==> src/rtl/dma_pkg.sv <==
// Shared types for the DMA command controller: FSM states,
// DMA progress flag indices and the status word layout.
package dma_pkg;

   typedef enum logic [2:0] {
      ST_IDLE  = 3'd0,
      ST_ISSUE = 3'd1,
      ST_WAIT  = 3'd2,
      ST_ACK   = 3'd3,
      ST_FAULT = 3'd4
   } state_e;

   localparam int VALID_LOAD  = 1;
   localparam int VALID_STORE = 2;
   localparam int VALID_DONE  = 3;

   typedef struct packed {
      logic timeout;
      logic store_ok;
      logic load_ok;
   } stat_t;

endpackage

==> src/rtl/dma_desc_fifo.sv <==
// Descriptor FIFO with wrap-bit pointers; push and pop are
// ignored when full or empty respectively.
module dma_desc_fifo #(
   parameter int WIDTH = 160,
   parameter int DEPTH = 4
) (
   input  logic             clk_i,
   input  logic             rst_ni,
   input  logic             push_i,
   input  logic [WIDTH-1:0] data_i,
   input  logic             pop_i,
   output logic [WIDTH-1:0] data_o,
   output logic             full_o,
   output logic             empty_o
);

   localparam int AW = $clog2(DEPTH);

   logic [AW:0]      wr_q, rd_q;
   logic [WIDTH-1:0] mem_q [DEPTH];
   logic             do_push, do_pop;

   assign full_o  = (wr_q[AW] != rd_q[AW]) &&
                    (wr_q[AW-1:0] == rd_q[AW-1:0]);
   assign empty_o = (wr_q == rd_q);
   assign data_o  = mem_q[rd_q[AW-1:0]];
   assign do_push = push_i && !full_o;
   assign do_pop  = pop_i && !empty_o;

   always_ff @(posedge clk_i) begin
      if (!rst_ni) begin
         wr_q <= '0;
         rd_q <= '0;
      end else begin
         if (do_push) wr_q <= wr_q + 1'b1;
         if (do_pop)  rd_q <= rd_q + 1'b1;
      end
   end

   always_ff @(posedge clk_i) begin
      if (do_push) mem_q[wr_q[AW-1:0]] <= data_i;
   end

endmodule

==> src/rtl/dma_cmd_ctrl.sv <==
// Queues DMA descriptors and sequences them onto a register-style
// DMA command interface, returning one status word per transfer.
module dma_cmd_ctrl
   import dma_pkg::*;
#(
   parameter int DATA_WIDTH     = 32,
   parameter int DEPTH          = 4,
   parameter int TIMEOUT_CYCLES = 1024
) (
   input  logic                  clk_i,
   input  logic                  rst_ni,
   input  logic                  desc_valid_i,
   output logic                  desc_ready_o,
   input  logic [DATA_WIDTH-1:0] desc_length_i,
   input  logic [63:0]           desc_src_i,
   input  logic [63:0]           desc_dst_i,
   output logic [DATA_WIDTH-1:0] start_o,
   output logic [DATA_WIDTH-1:0] length_o,
   output logic [DATA_WIDTH-1:0] source_addr_lsb_o,
   output logic [DATA_WIDTH-1:0] source_addr_msb_o,
   output logic [DATA_WIDTH-1:0] dest_addr_lsb_o,
   output logic [DATA_WIDTH-1:0] dest_addr_msb_o,
   input  logic [DATA_WIDTH-1:0] valid_i,
   output logic [DATA_WIDTH-1:0] done_o,
   output logic                  stat_valid_o,
   input  logic                  stat_ready_i,
   output logic [2:0]            stat_o,
   output logic                  busy_o,
   output logic                  fault_o
);

   localparam int DW = DATA_WIDTH + 128;
   localparam int CW = $clog2(TIMEOUT_CYCLES + 1);

   state_e          state_q, state_d;
   logic [DW-1:0]   cmd_q, cmd_d, head;
   logic [CW-1:0]   cnt_q, cnt_d;
   stat_t           stat_q, stat_d;
   logic            stv_q, stv_d;
   logic            fault_q, fault_d;
   logic            full, empty, push, pop;

   assign desc_ready_o = !full && !fault_q;
   assign push         = desc_valid_i && desc_ready_o;

   dma_desc_fifo #(
      .WIDTH (DW),
      .DEPTH (DEPTH)
   ) u_fifo (
      .clk_i   (clk_i),
      .rst_ni  (rst_ni),
      .push_i  (push),
      .data_i  ({desc_length_i, desc_src_i, desc_dst_i}),
      .pop_i   (pop),
      .data_o  (head),
      .full_o  (full),
      .empty_o (empty)
   );

   always_comb begin
      state_d = state_q;
      cmd_d   = cmd_q;
      cnt_d   = cnt_q;
      stat_d  = stat_q;
      stv_d   = stv_q;
      fault_d = fault_q;
      pop     = 1'b0;
      if (stv_q && stat_ready_i) stv_d = 1'b0;
      unique case (state_q)
         ST_IDLE: begin
            if (!empty && !stv_q) begin
               pop     = 1'b1;
               cmd_d   = head;
               state_d = ST_ISSUE;
            end
         end
         ST_ISSUE: begin
            cnt_d   = '0;
            state_d = ST_WAIT;
         end
         ST_WAIT: begin
            if (valid_i[VALID_DONE] && !stv_q) begin
               stat_d.timeout  = 1'b0;
               stat_d.store_ok = valid_i[VALID_STORE];
               stat_d.load_ok  = valid_i[VALID_LOAD];
               stv_d   = 1'b1;
               state_d = ST_ACK;
            end else if (!valid_i[VALID_DONE] &&
                         cnt_q == CW'(TIMEOUT_CYCLES - 1)) begin
               stat_d  = 3'b100;
               stv_d   = 1'b1;
               fault_d = 1'b1;
               state_d = ST_FAULT;
            end else begin
               cnt_d = cnt_q + 1'b1;
            end
         end
         ST_ACK: begin
            if (valid_i == '0) state_d = ST_IDLE;
         end
         ST_FAULT: begin
            state_d = ST_FAULT;
         end
         default: begin
            state_d = ST_IDLE;
         end
      endcase
   end

   always_ff @(posedge clk_i) begin
      if (!rst_ni) begin
         state_q <= ST_IDLE;
         cmd_q   <= '0;
         cnt_q   <= '0;
         stat_q  <= '0;
         stv_q   <= 1'b0;
         fault_q <= 1'b0;
      end else begin
         state_q <= state_d;
         cmd_q   <= cmd_d;
         cnt_q   <= cnt_d;
         stat_q  <= stat_d;
         stv_q   <= stv_d;
         fault_q <= fault_d;
      end
   end

   // Command layout in the FIFO word: {length, src, dst}
   assign length_o          = cmd_q[DW-1:128];
   assign source_addr_lsb_o = DATA_WIDTH'(cmd_q[95:64]);
   assign source_addr_msb_o = DATA_WIDTH'(cmd_q[127:96]);
   assign dest_addr_lsb_o   = DATA_WIDTH'(cmd_q[31:0]);
   assign dest_addr_msb_o   = DATA_WIDTH'(cmd_q[63:32]);

   assign start_o = DATA_WIDTH'(state_q == ST_ISSUE ||
                                state_q == ST_WAIT);
   assign done_o  = DATA_WIDTH'(state_q == ST_ACK);

   assign stat_valid_o = stv_q;
   assign stat_o       = stat_q;
   assign fault_o      = fault_q;
   assign busy_o       = (state_q != ST_IDLE) || !empty;

endmodule

==> config.mk <==
export PLATFORM = sky130hd
export DESIGN_NAME = dma_cmd_ctrl
export DESIGN_NICKNAME = d
export VERILOG_FILES = /design/src/rtl/dma_pkg.sv /design/src/rtl/dma_desc_fifo.sv /design/src/rtl/dma_cmd_ctrl.sv
export SDC_FILE = /design/constraint.sdc
export NUM_CORES = 1
export LEC_CHECK = 0
export CELL_PAD_IN_SITES_DETAIL_PLACEMENT = 1
export CELL_PAD_IN_SITES_GLOBAL_PLACEMENT = 1
export CORE_MARGIN = 2
export CORE_UTILIZATION = 48
export CTS_BUF_LIST = sky130_fd_sc_hd__clkbuf_4 sky130_fd_sc_hd__clkbuf_8
export CTS_CLUSTER_DIAMETER = 200
export DETAILED_ROUTE_END_ITERATION = 12
export PLACE_DENSITY_LB_ADDON = 0.15
export SETUP_SLACK_MARGIN = 0.1
export SLEW_MARGIN = 15
export SYNTH_ARGS = -nofsm -noshare
export SYNTH_HDL_FRONTEND = slang
export SYNTH_SLANG_ARGS = --single-unit
==> constraint.sdc <==
create_clock -name clk_i -period 7.8 [get_ports clk_i]
set_input_delay 2.34 -clock clk_i [delete_from_list [all_inputs] [get_ports clk_i]]
set_output_delay 2.34 -clock clk_i [all_outputs]
set_load 0.03 [all_outputs]
After elaboration in Yosys (flattened, before gate mapping) --
Memories as Yosys holds them, arrays and structs flattened. A register that Yosys moved wholly into a read port is not among the register bits. Cells that the tools add are included.
Storage, ports and cells: flip-flop bits (word level) 25, latch bits 0, logic and storage cells 71, memory bits (read-only) 0, bits of input ports 196, output and inout bits 231, bits in writable memories 640, memories kept 1
Memory list:
- u_fifo.mem_q | depth 4, bits a word 160, rd ports 1, clocked after memory_dff 1, wr ports 1, RTL line dma_desc_fifo.sv:20 | logic [WIDTH-1:0] mem_q [DEPTH];
Operators by class: reductions and logical operators 27, shifts and indexed selects 0, $mul 0, div/mod/pow operators 0, add/subtract/negate cells 3, bitwise operators 1, magnitude comparators 0, multiplexer cells 17, eq/ne operators 13
Operators with widths (count):
- 32-bit zero test | 1
- 11-bit two-way mux | 2
- 11-bit one-hot mux with 2 select lines | 1
- 3-bit two-way mux | 5
- 3-bit one-hot mux with 5 select lines | 1
- 11-bit by 1-bit adder with 11-bit output (second input constant) | 1
- 11-bit by 10-bit equality test with 1-bit output (second input constant) | 1
- 1-bit logical AND | 9
- 3-bit AND reduction | 3
- 1-bit two-way mux | 8
- 3-bit by 1-bit adder with 3-bit output (second input constant) | 2
- 3-bit by 2-bit equality test with 1-bit output (second input constant) | 2
- 1-bit zero test | 6
- 2-bit inequality test (second input constant) | 3
- 2-bit AND reduction | 2
- 2-bit nonzero test | 2
- 3-bit by 1-bit equality test with 1-bit output (second input constant) | 1
- 3-bit equality test | 1
- 3-bit equality test (second input constant) | 1
- 3-bit zero test | 1
- 3-bit inequality test (second input constant) | 1
- 3-bit nonzero test | 1
- 2-bit equality test | 1
- 1-bit logical OR | 2
- other kinds (3) | 3

Logic depth before layout (Yosys ltp) --
Gate-level depths: netlist of run 1.
depth after elaboration 8, gate-level depth with buffers 9, gate-level depth less buffers 6

By module --
From an unflattened synthesis of run 1, not the netlist that was laid out.
Unflattened totals: cell total of the unflattened synthesis 1798, area total of the unflattened synthesis 30621.9 µm²
Modules (own cells, without submodules):
- dma_desc_fifo | area an instance 23637.7 µm², times used 1, cells an instance 904, sequential area each 19378.6 µm²
- dma_cmd_ctrl | area an instance 6984.2 µm², times used 1, cells an instance 894, sequential area each 3583.4 µm²

Worst setup path before layout of run 1 --
OpenSTA, ideal clock, no wires.
path type input to register, from in desc_valid_i, to mem u_fifo.mem_q[3][0], enable pin, data required time 7259 ps, library setup time 541 ps, setup slack 749 ps, arrival time 6510 ps, stages on the path 3, path buffers 0, path through inv_1 a311oi_2 and2_1
Between the ends: longest elaborated chain between the ends 4
Ends and longest elaborated chain:
- start, declared | RTL line dma_cmd_ctrl.sv:12 | input logic desc_valid_i,
- 1-bit logical AND | RTL line dma_cmd_ctrl.sv:44 | assign push = desc_valid_i && desc_ready_o;
- 1-bit logical AND | RTL line dma_desc_fifo.sv:27 | assign do_push = push_i && !full_o;
- 1-bit two-way mux | RTL line dma_desc_fifo.sv:41 | if (do_push) mem_q[wr_q[AW-1:0]] <= data_i;
- 1-bit two-way mux (implied by the code) | RTL line dma_desc_fifo.sv:41
- end, declared | RTL line dma_desc_fifo.sv:20
Every way passes these cells.

Worst setup path in the final report of run 1 --
from reg u_fifo.rd_q[1], to out desc_ready_o
Between the ends: longest elaborated chain between the ends 4
Ends and longest elaborated chain:
- start, declared | RTL line dma_desc_fifo.sv:19 | logic [AW:0] wr_q, rd_q;
- start signal, assigned | RTL line dma_desc_fifo.sv:36 | if (do_pop) rd_q <= rd_q + 1'b1;
- 2-bit equality test | RTL line dma_desc_fifo.sv:24 | (wr_q[AW-1:0] == rd_q[AW-1:0]);
- 1-bit logical AND | RTL line dma_desc_fifo.sv:23 | assign full_o = (wr_q[AW] != rd_q[AW]) &&
- 1-bit zero test | RTL line dma_cmd_ctrl.sv:43 | assign desc_ready_o = !full && !fault_q;
- 1-bit logical AND | RTL line dma_cmd_ctrl.sv:43
- end, declared | RTL line dma_cmd_ctrl.sv:13 | output logic desc_ready_o,
Every way passes these cells.

==> results of run 1 <==
-- cell usage in the layout, fill, tap and decap left out, types with 5 or more instances in the layout --
cell	synthesis	final
a21oi_1	7	7
buf_12	0	7
buf_4	72	10
clkbuf_4	0	64
clkbuf_8	0	154
clkdlybuf4s50_1	0	363
clkinv_1	0	15
clkinv_2	0	8
conb_1	1	62
dfxtp_1	185	183
diode_2	0	6
edfxtp_1	640	640
ha_1	6	6
inv_1	6	6
mux4_2	160	160
nand2_1	175	175
nand2b_1	7	7
nand3_1	171	171
nand4_1	8	8
nor2_1	5	5
nor2b_1	5	5
nor4_1	8	8
o21ai_0	11	11
o21ai_1	161	161
-- state kept, by name, summed over array words and instances (netlist names) --
register and flops:
cmd_q 160, cnt_q 11, fault_o 1, stat_o 3
stat_valid_o 1, state_q 3, u_fifo.mem_q 640, u_fifo.rd_q 3
u_fifo.wr_q 3
-- worst paths after layout --
path                   from                  end  slack (ns)  cells after the start
max          u_fifo.rd_q[1]         desc_ready_o        2.72                      3
min              cmd_q[124]           cmd_q[124]        0.45                      2
max reg2reg  u_fifo.rd_q[1]  u_fifo.mem_q[2][11]        4.16                      4
min reg2reg      cmd_q[124]           cmd_q[124]        0.45                      2
-- worst min-delay path, delay by kind of cell (launching register included) --
kind / cells / cell delay, ns
AOI/OAI and AO/OA: 1 / 0.05
and+or+nand+nor: 1 / 0.06
DFF: 1 / 0.31
-- cells by family (layout without fill, tap and decap cells) --
logic type | Yosys count | after routing | share of synthesized area
xor+xnor | 7 | 7 | 0.00249
flops | 825 | 825 | 0.748
fa+ha+maj | 6 | 6 | 0.00245
buf+inv | 182 | 637 | 0.0326
other cells | 1 | 68 | 0.000122
mux | 161 | 161 | 0.118
compound gates | 197 | 197 | 0.0344
simple gates | 407 | 407 | 0.0622
-- per-stage QoR --
| step | util | cell area (um2) | cells | setup slack, ns | hold slack (ns) |
|---|---|---|---|---|---|
| CTS | 0.597 | 37700 | 3148 | 2.59 | 0.459 |
| global route | 0.597 | 37700 | 3154 | 2.55 | 0.479 |
| detailed placement | 0.553 | 34900 | 2898 | 2.36 | 0.452 |
| global placement | 0.553 | 34900 | 2898 | 2.41 | 0.445 |
| floorplan | - | 30900 | 1847 | 0.749 | 0.456 |
| finish | 0.597 | 37700 | 3154 | 2.72 | 0.453 |
-- report_power, final --
group | leakage [nW] | internal [mW] | switching (mW)
clock | 1.50 | 2.18 | 1.66
combinational | 3.51 | 1.40 | 2.09
sequential | 7.39 | 5.31 | 0.349
-- layer usage --
layer / GRT usage / share of wire / vias to the layer above
li1: - / - / 7637
met1: 0.265 / 0.39 / 8682
met2: 0.375 / 0.52 / 454
met3: 0.0624 / 0.058 / 117
met4: 0.0830 / 0.021 / 16
met5: 0 / 0.0016 / -
-- cell type report --
class / instances / share of cell area
Timing Repair Buffer: 381 / 0.103
Clock buffer: 218 / 0.0690
Multi-Input combinational cell: 840 / 0.185
Tap cell: 846 / 0.0281
Inverter: 6 / 0.000598
Sequential cell: 825 / 0.608
Clock inverter: 32 / 0.00568
Antenna cell: 6 / 0.000398
==> summary.md, run 1 <==
| Metric | Value |
|---|---|
| First-pass GRT wire length | `109000 um` |
| Yosys top cell by area | `edfxtp_1` |
| DR iter-0 viols | `897` |
| Routed wire length | `71500 um` |
| Initial core utilization | `0.486` |
| Die Ht | `257 um` |
| CP endpoint kind | `output port` |
| Max FO, Critical Path | `46` |
| Vias per std cell | `5.36` |
| Drt drc | `0` |
| Share of layout cells above drive strength 1 | `0.185` |
| Nets | `2393` |
| CP top delay family | `flip-flops` |
| Number of flops mapped to enable cells by yosys | `640` |
| # IOs | `427` |
| CORE AREA | `63100 um2` |
| GR Overflow Total | `0` |
| Crit-path max cell delay | `0.84 ns` |
| Critical path required time | `5.46 ns` |
| Synth area leaders | `edfxtp_1 (63%), dfxtp_1 (12%), mux4_2 (12%), nand3_1 (2.8%), o21ai_1 (2.6%)` |
| Sequential area share after synthesis | `0.748` |
| Worst setup SP type | `register` |
| Fill cells | `5741` |
| Number of cell rows | `92` |
| Largest net degree at the start of global routing | `178` |
| Port buffer count | `364` |
| Slew HR | `0.342` |
| WP data arrival | `2.74 ns` |
| Mapped Avg Cell Area | `17.2 um2` |
| TritonCTS buffer count | `137` |
| Clock buffer depth | `3` |
| Final HPWL DP | `42400 um` |
| Slowest CP cell | `dfxtp_4` |
| Final weighted congestion in routability-driven placement | `0.794` |
| Antenna-violating nets left | `0` |
| Number of global-route vias before repair | `18300` |
| Vias | `16900` |
| Antenna violations before repair | `14` |
| Hold Path Class | `reg2reg` |
| Overall power | `13.0 mW` |
| H-tree levels | `4` |
| Synth Register Bits | `825` |
| Max VDD drop | `0.339 mV` |
| Hold Fails Final Rpt | `0` |
| Synth warn | `0` |
| Clk root buf | `clkbuf_8` |
| Synth async-reset ratio | `0` |
| CTS sink count | `825` |
| Worst-margin pin slew | `0.987 ns` |
| Cells after Synth | `1786` |
| Sequential Area | `22900 um2` |
| WP buf/inv | `1` |
| Post-Syn Area | `30700 um2` |
| CTS tree | `done` |
| Die X | `257 um` |
| Post-CTS sizing | `0` |
| Post-synth top area share | `0.627` |
| DRT Pass-1 Iters | `4` |
| Area of the multi-input gates | `6980 um2` |
| GRT Total Usage | `0.220` |
| Yosys cell types | `48` |
| Setup bufs post-CTS | `0` |
| Max Slew Vio Count | `0` |
| Final setup TNS | `0 ns` |
| Final cycle utilization of the critical path | `0.651` |
| Skew-Pair Late Insertion Delay | `0.75 ns` |
| P per Cell Area | `345 nW/um2` |
| Primary FF master, synth | `edfxtp_1` |
| Die area | `65900 um2` |
| Clk slew on worst S/H paths | `0.06 ns` |
| Skew final | `0.0232 ns` |
| CP Class | `reg2out` |
| Setup repair after global routing missed its margin | `no` |
| Per-cell routed wire length | `22.7 um` |
| Most frequent cell after synthesis | `edfxtp_1` |
| Hold-fix buffers, CTS | `0` |
| Worst path cell trace | `xnor2_2 -> a31oi_1 -> clkdlybuf4s50_1` |
| Layout overhead on the synthesized area | `22.9%` |
| Tmin final | `5.08 ns` |
| Leakage | `12.4 nW` |
| Synth top cells by count | `edfxtp_1 (640), dfxtp_1 (185), nand2_1 (175)` |
| Final setup fails | `0` |
| Max cap viols | `0` |
| Fmax | `197 MHz` |
| Status | `complete, no violations` |
Power figures use the tool's default switching activity.
==> inputs of run 2 (changes only) <==
CORE_UTILIZATION = 43   (was 48)
clock period = 4.6 ns   (was 7.8 ns; I/O delays follow)
==> run 2 against run 1 <==
  * Cell area increased by 0.65%
  * Sequential share of layout area decreased by 0.40 points
  * Global-route usage decreased by 1.9 points
  * Clock-buffer cell count decreased by 22
  * Clock power increased by 66%
  * Power increased by 69%
  * Final cell count increased by 3.6%
  * Routed wire length increased by 1.8%
  * Utilization decreased by 5.8 points
  * Die area increased by 11%
  * Critical endpoint is now busy_o
==> summary.md, run 2 (synthesized netlist as in run 1, its figures left out) <==
| Metric | Value |
|---|---|
| Status | `complete, no violations` |
| Reg2Reg Depth | `4 (unchanged)` |
| Antenna-violating nets left | `0 (unchanged)` |
| # IOs | `427 (unchanged)` |
| Die Ht | `271 um (+5.6%)` |
| CP endpoint kind | `output port` |
| Crit-path max cell delay | `0.69 ns (-0.15 ns)` |
| TritonCTS buffer count | `140 (+2.2%)` |
| GR Util met1 | `0.242 (-0.0229)` |
| CP Class | `reg2out` |
| CORE AREA | `70300 um2 (+11%)` |
| DR iter-0 viols | `972 (+8.4%)` |
| Slew HR | `0.300 (-0.0417)` |
| Leakage | `12.5 nW (+0.47%)` |
| P per Cell Area | `578 nW/um2 (+68%)` |
| Slowest CP cell | `nor3_1` |
| Skew-Pair Late Insertion Delay | `0.77 ns (+0.02 ns)` |
| Per-cell routed wire length | `22.3 um (-1.8%)` |
| WP data arrival | `2.83 ns (+0.09 ns)` |
| Die X | `271 um (+5.6%)` |
| Die area | `73400 um2 (+11%)` |
| Layout overhead on the synthesized area | `23.8%` |
| Hold Path Class | `reg2reg` |
| Setup crit start | `state_q[2]` |
| Post-layout util | `0.540 (-0.0576)` |
| Final setup fails | `0 (unchanged)` |
| Number of global-route vias before repair | `18200 (-0.72%)` |
| Critical path required time | `3.22 ns (-2.24 ns)` |
| End of the critical path | `busy_o` |
| Vias per std cell | `5.15 (-4.0%)` |
| Setup repair after global routing missed its margin | `no` |
| Largest net degree at the start of global routing | `161 (-9.6%)` |
| Most common cell after layout, fill and taps aside | `edfxtp_1` |
| Global Route met3 Usage | `0.0519 (-0.0105)` |
| Vias | `16800 (-0.45%)` |
| Antenna violations before repair | `7 (-7)` |
| Nets | `2411 (+0.75%)` |
| Fmax | `238 MHz` |
| Initial core utilization | `0.436 (-0.0497)` |
| Setup bufs post-CTS | `0 (unchanged)` |
| Drt drc | `0 (unchanged)` |
| Worst setup SP type | `register` |
| Final cycle utilization of the critical path | `0.914` |
| Flop-to-flop setup slack | `1.93 ns (-2.23 ns)` |
| Max FO, Critical Path | `9 (-80%)` |
| First-pass GRT wire length | `111000 um (+1.8%)` |
| GR Overflow Total | `0 (unchanged)` |
| Clock buffer depth | `3 (unchanged)` |
| Clk slew on worst S/H paths | `0.06 ns (about the same)` |
| Hold Fails Final Rpt | `0 (unchanged)` |
| Fin worst setup slack | `0.394 ns (-2.33 ns)` |
| H-tree levels | `4 (unchanged)` |
| Hold-fix buffers, CTS | `0 (unchanged)` |
| Final setup TNS | `0 ns (unchanged)` |
| Share of layout cells above drive strength 1 | `0.187 (+0.00187)` |
| Final HPWL DP | `45800 um (+8.0%)` |
| Final weighted congestion in routability-driven placement | `0.775 (-2.5%)` |
| Max cap viols | `0 (unchanged)` |
| Skew final | `0.0194 ns (-0.00379 ns)` |
| Clk root buf | `clkbuf_8` |
| Number of cell rows | `97 (+5.4%)` |
| DRT Pass-1 Iters | `4 (unchanged)` |
| CP top delay family | `simple AND/OR/NAND/NOR gates` |
| Worst reg2reg path startpoint | `u_fifo.rd_q[0]` |
| Worst-margin pin slew | `1.05 ns (+0.0626 ns)` |
| Max reg flops | `640 (unchanged)` |
| Tmin final | `4.21 ns` |
| Worst path cell trace | `nor3_1 -> nand4_1 -> clkdlybuf4s50_1` |
| Worst R2R End | `u_fifo.mem_q[1][143]` |
| CTS tree | `done` |
| Max VDD drop | `0.615 mV (+81%)` |
| Met2 Usage GRT | `0.352 (-0.0230)` |
| Worst path depth | `3 (unchanged)` |
| CTS sink count | `825 (unchanged)` |
| Dpl ws | `0.781 ns (-1.58 ns)` |
| Hold Path Depth | `2 (unchanged)` |
| WP buf/inv | `1 (unchanged)` |
| Max Slew Vio Count | `0 (unchanged)` |
| Most frequent cells in the layout | `edfxtp_1 (640), clkdlybuf4s50_1 (363), dfxtp_1 (183), nand2_1 (175), nand3_1 (171)` |
| Post-CTS sizing | `0 (unchanged)` |
| Port buffer count | `364 (unchanged)` |
| GRT Total Usage | `0.200 (-0.0192)` |
| Routed wire length | `72800 um (+1.8%)` |
| Layer with the highest usage | `met2` |
run 2: cell types whose count changed in the layout (fill, tap and decap cells not counted), sizes merged:
cell      previous run  this run
clkinv              23        50
inv                 10        13
diode                6         2
buf                 18        33
bufinv               2         1
clkbuf             218       196
clkinvlp             3         6
run 2: how the worst min path moves through the flow:
| stage | startpoint | end | slack (ns) |
|---|---|---|---|
| 3_5_place_dp | cmd_q[7] | cmd_q[7] | 0.45 |
| 2_1_floorplan | cnt_q[10] | cnt_q[10] | 0.46 |
| 4_1_cts | cmd_q[7] | cmd_q[7] | 0.46 |
| 6_report | cmd_q[150] | cmd_q[150] | 0.46 |
| 5_1_grt | cmd_q[119] | cmd_q[119] | 0.48 |
| 3_3_place_gp | cmd_q[154] | cmd_q[154] | 0.45 |
run 2: stage by stage:
stage | hold slack, ns | total power [mW] | instances | instance area (um2)
final | 0.456 | 21.9 | 3269 | 37900
after global routing | 0.476 | 23.0 | 3269 | 37900
after CTS | 0.461 | 22.3 | 3267 | 37900
after detailed placement | 0.452 | 15.8 | 3007 | 35200
after global placement | 0.446 | 15.7 | 3007 | 35200
after floorplan | 0.456 | 13.5 | 1847 | 30900
run 2: worst register-to-register path: cells and delay by family, from the launching register on:
family	cells	cell delay [ns]
buf+inv	1	0.45
flops	1	0.58
xor+xnor	1	0.18
simple gates	1	0.54
compound gates	1	0.55
run 2: cell type report:
cell class                 count  area, um2
fill                        6590      32300
sequential                   825      22900
multi-input combinational    840       6980
timing repair buffer         396       4050
clock buffer                 196       2410
tap                          940       1180
clock inverter                64        355
inverter                       6       22.5
antenna                        2       5.00
run 2: layer usage:
layer	vias to the layer above	wire length [um]
met4	10	1380
met1	8622	29100
met2	402	38700
li1	7675	-
met3	121	3600
met5	-	69
run 2: where the power goes:
part / total, mW / leakage, nW / internal (mW) / switching [mW]
registers: 9.48 / 7.39 / 9.00 / 0.483
clock network: 6.38 / 1.46 / 3.47 / 2.91
logic: 6.07 / 3.61 / 2.44 / 3.63
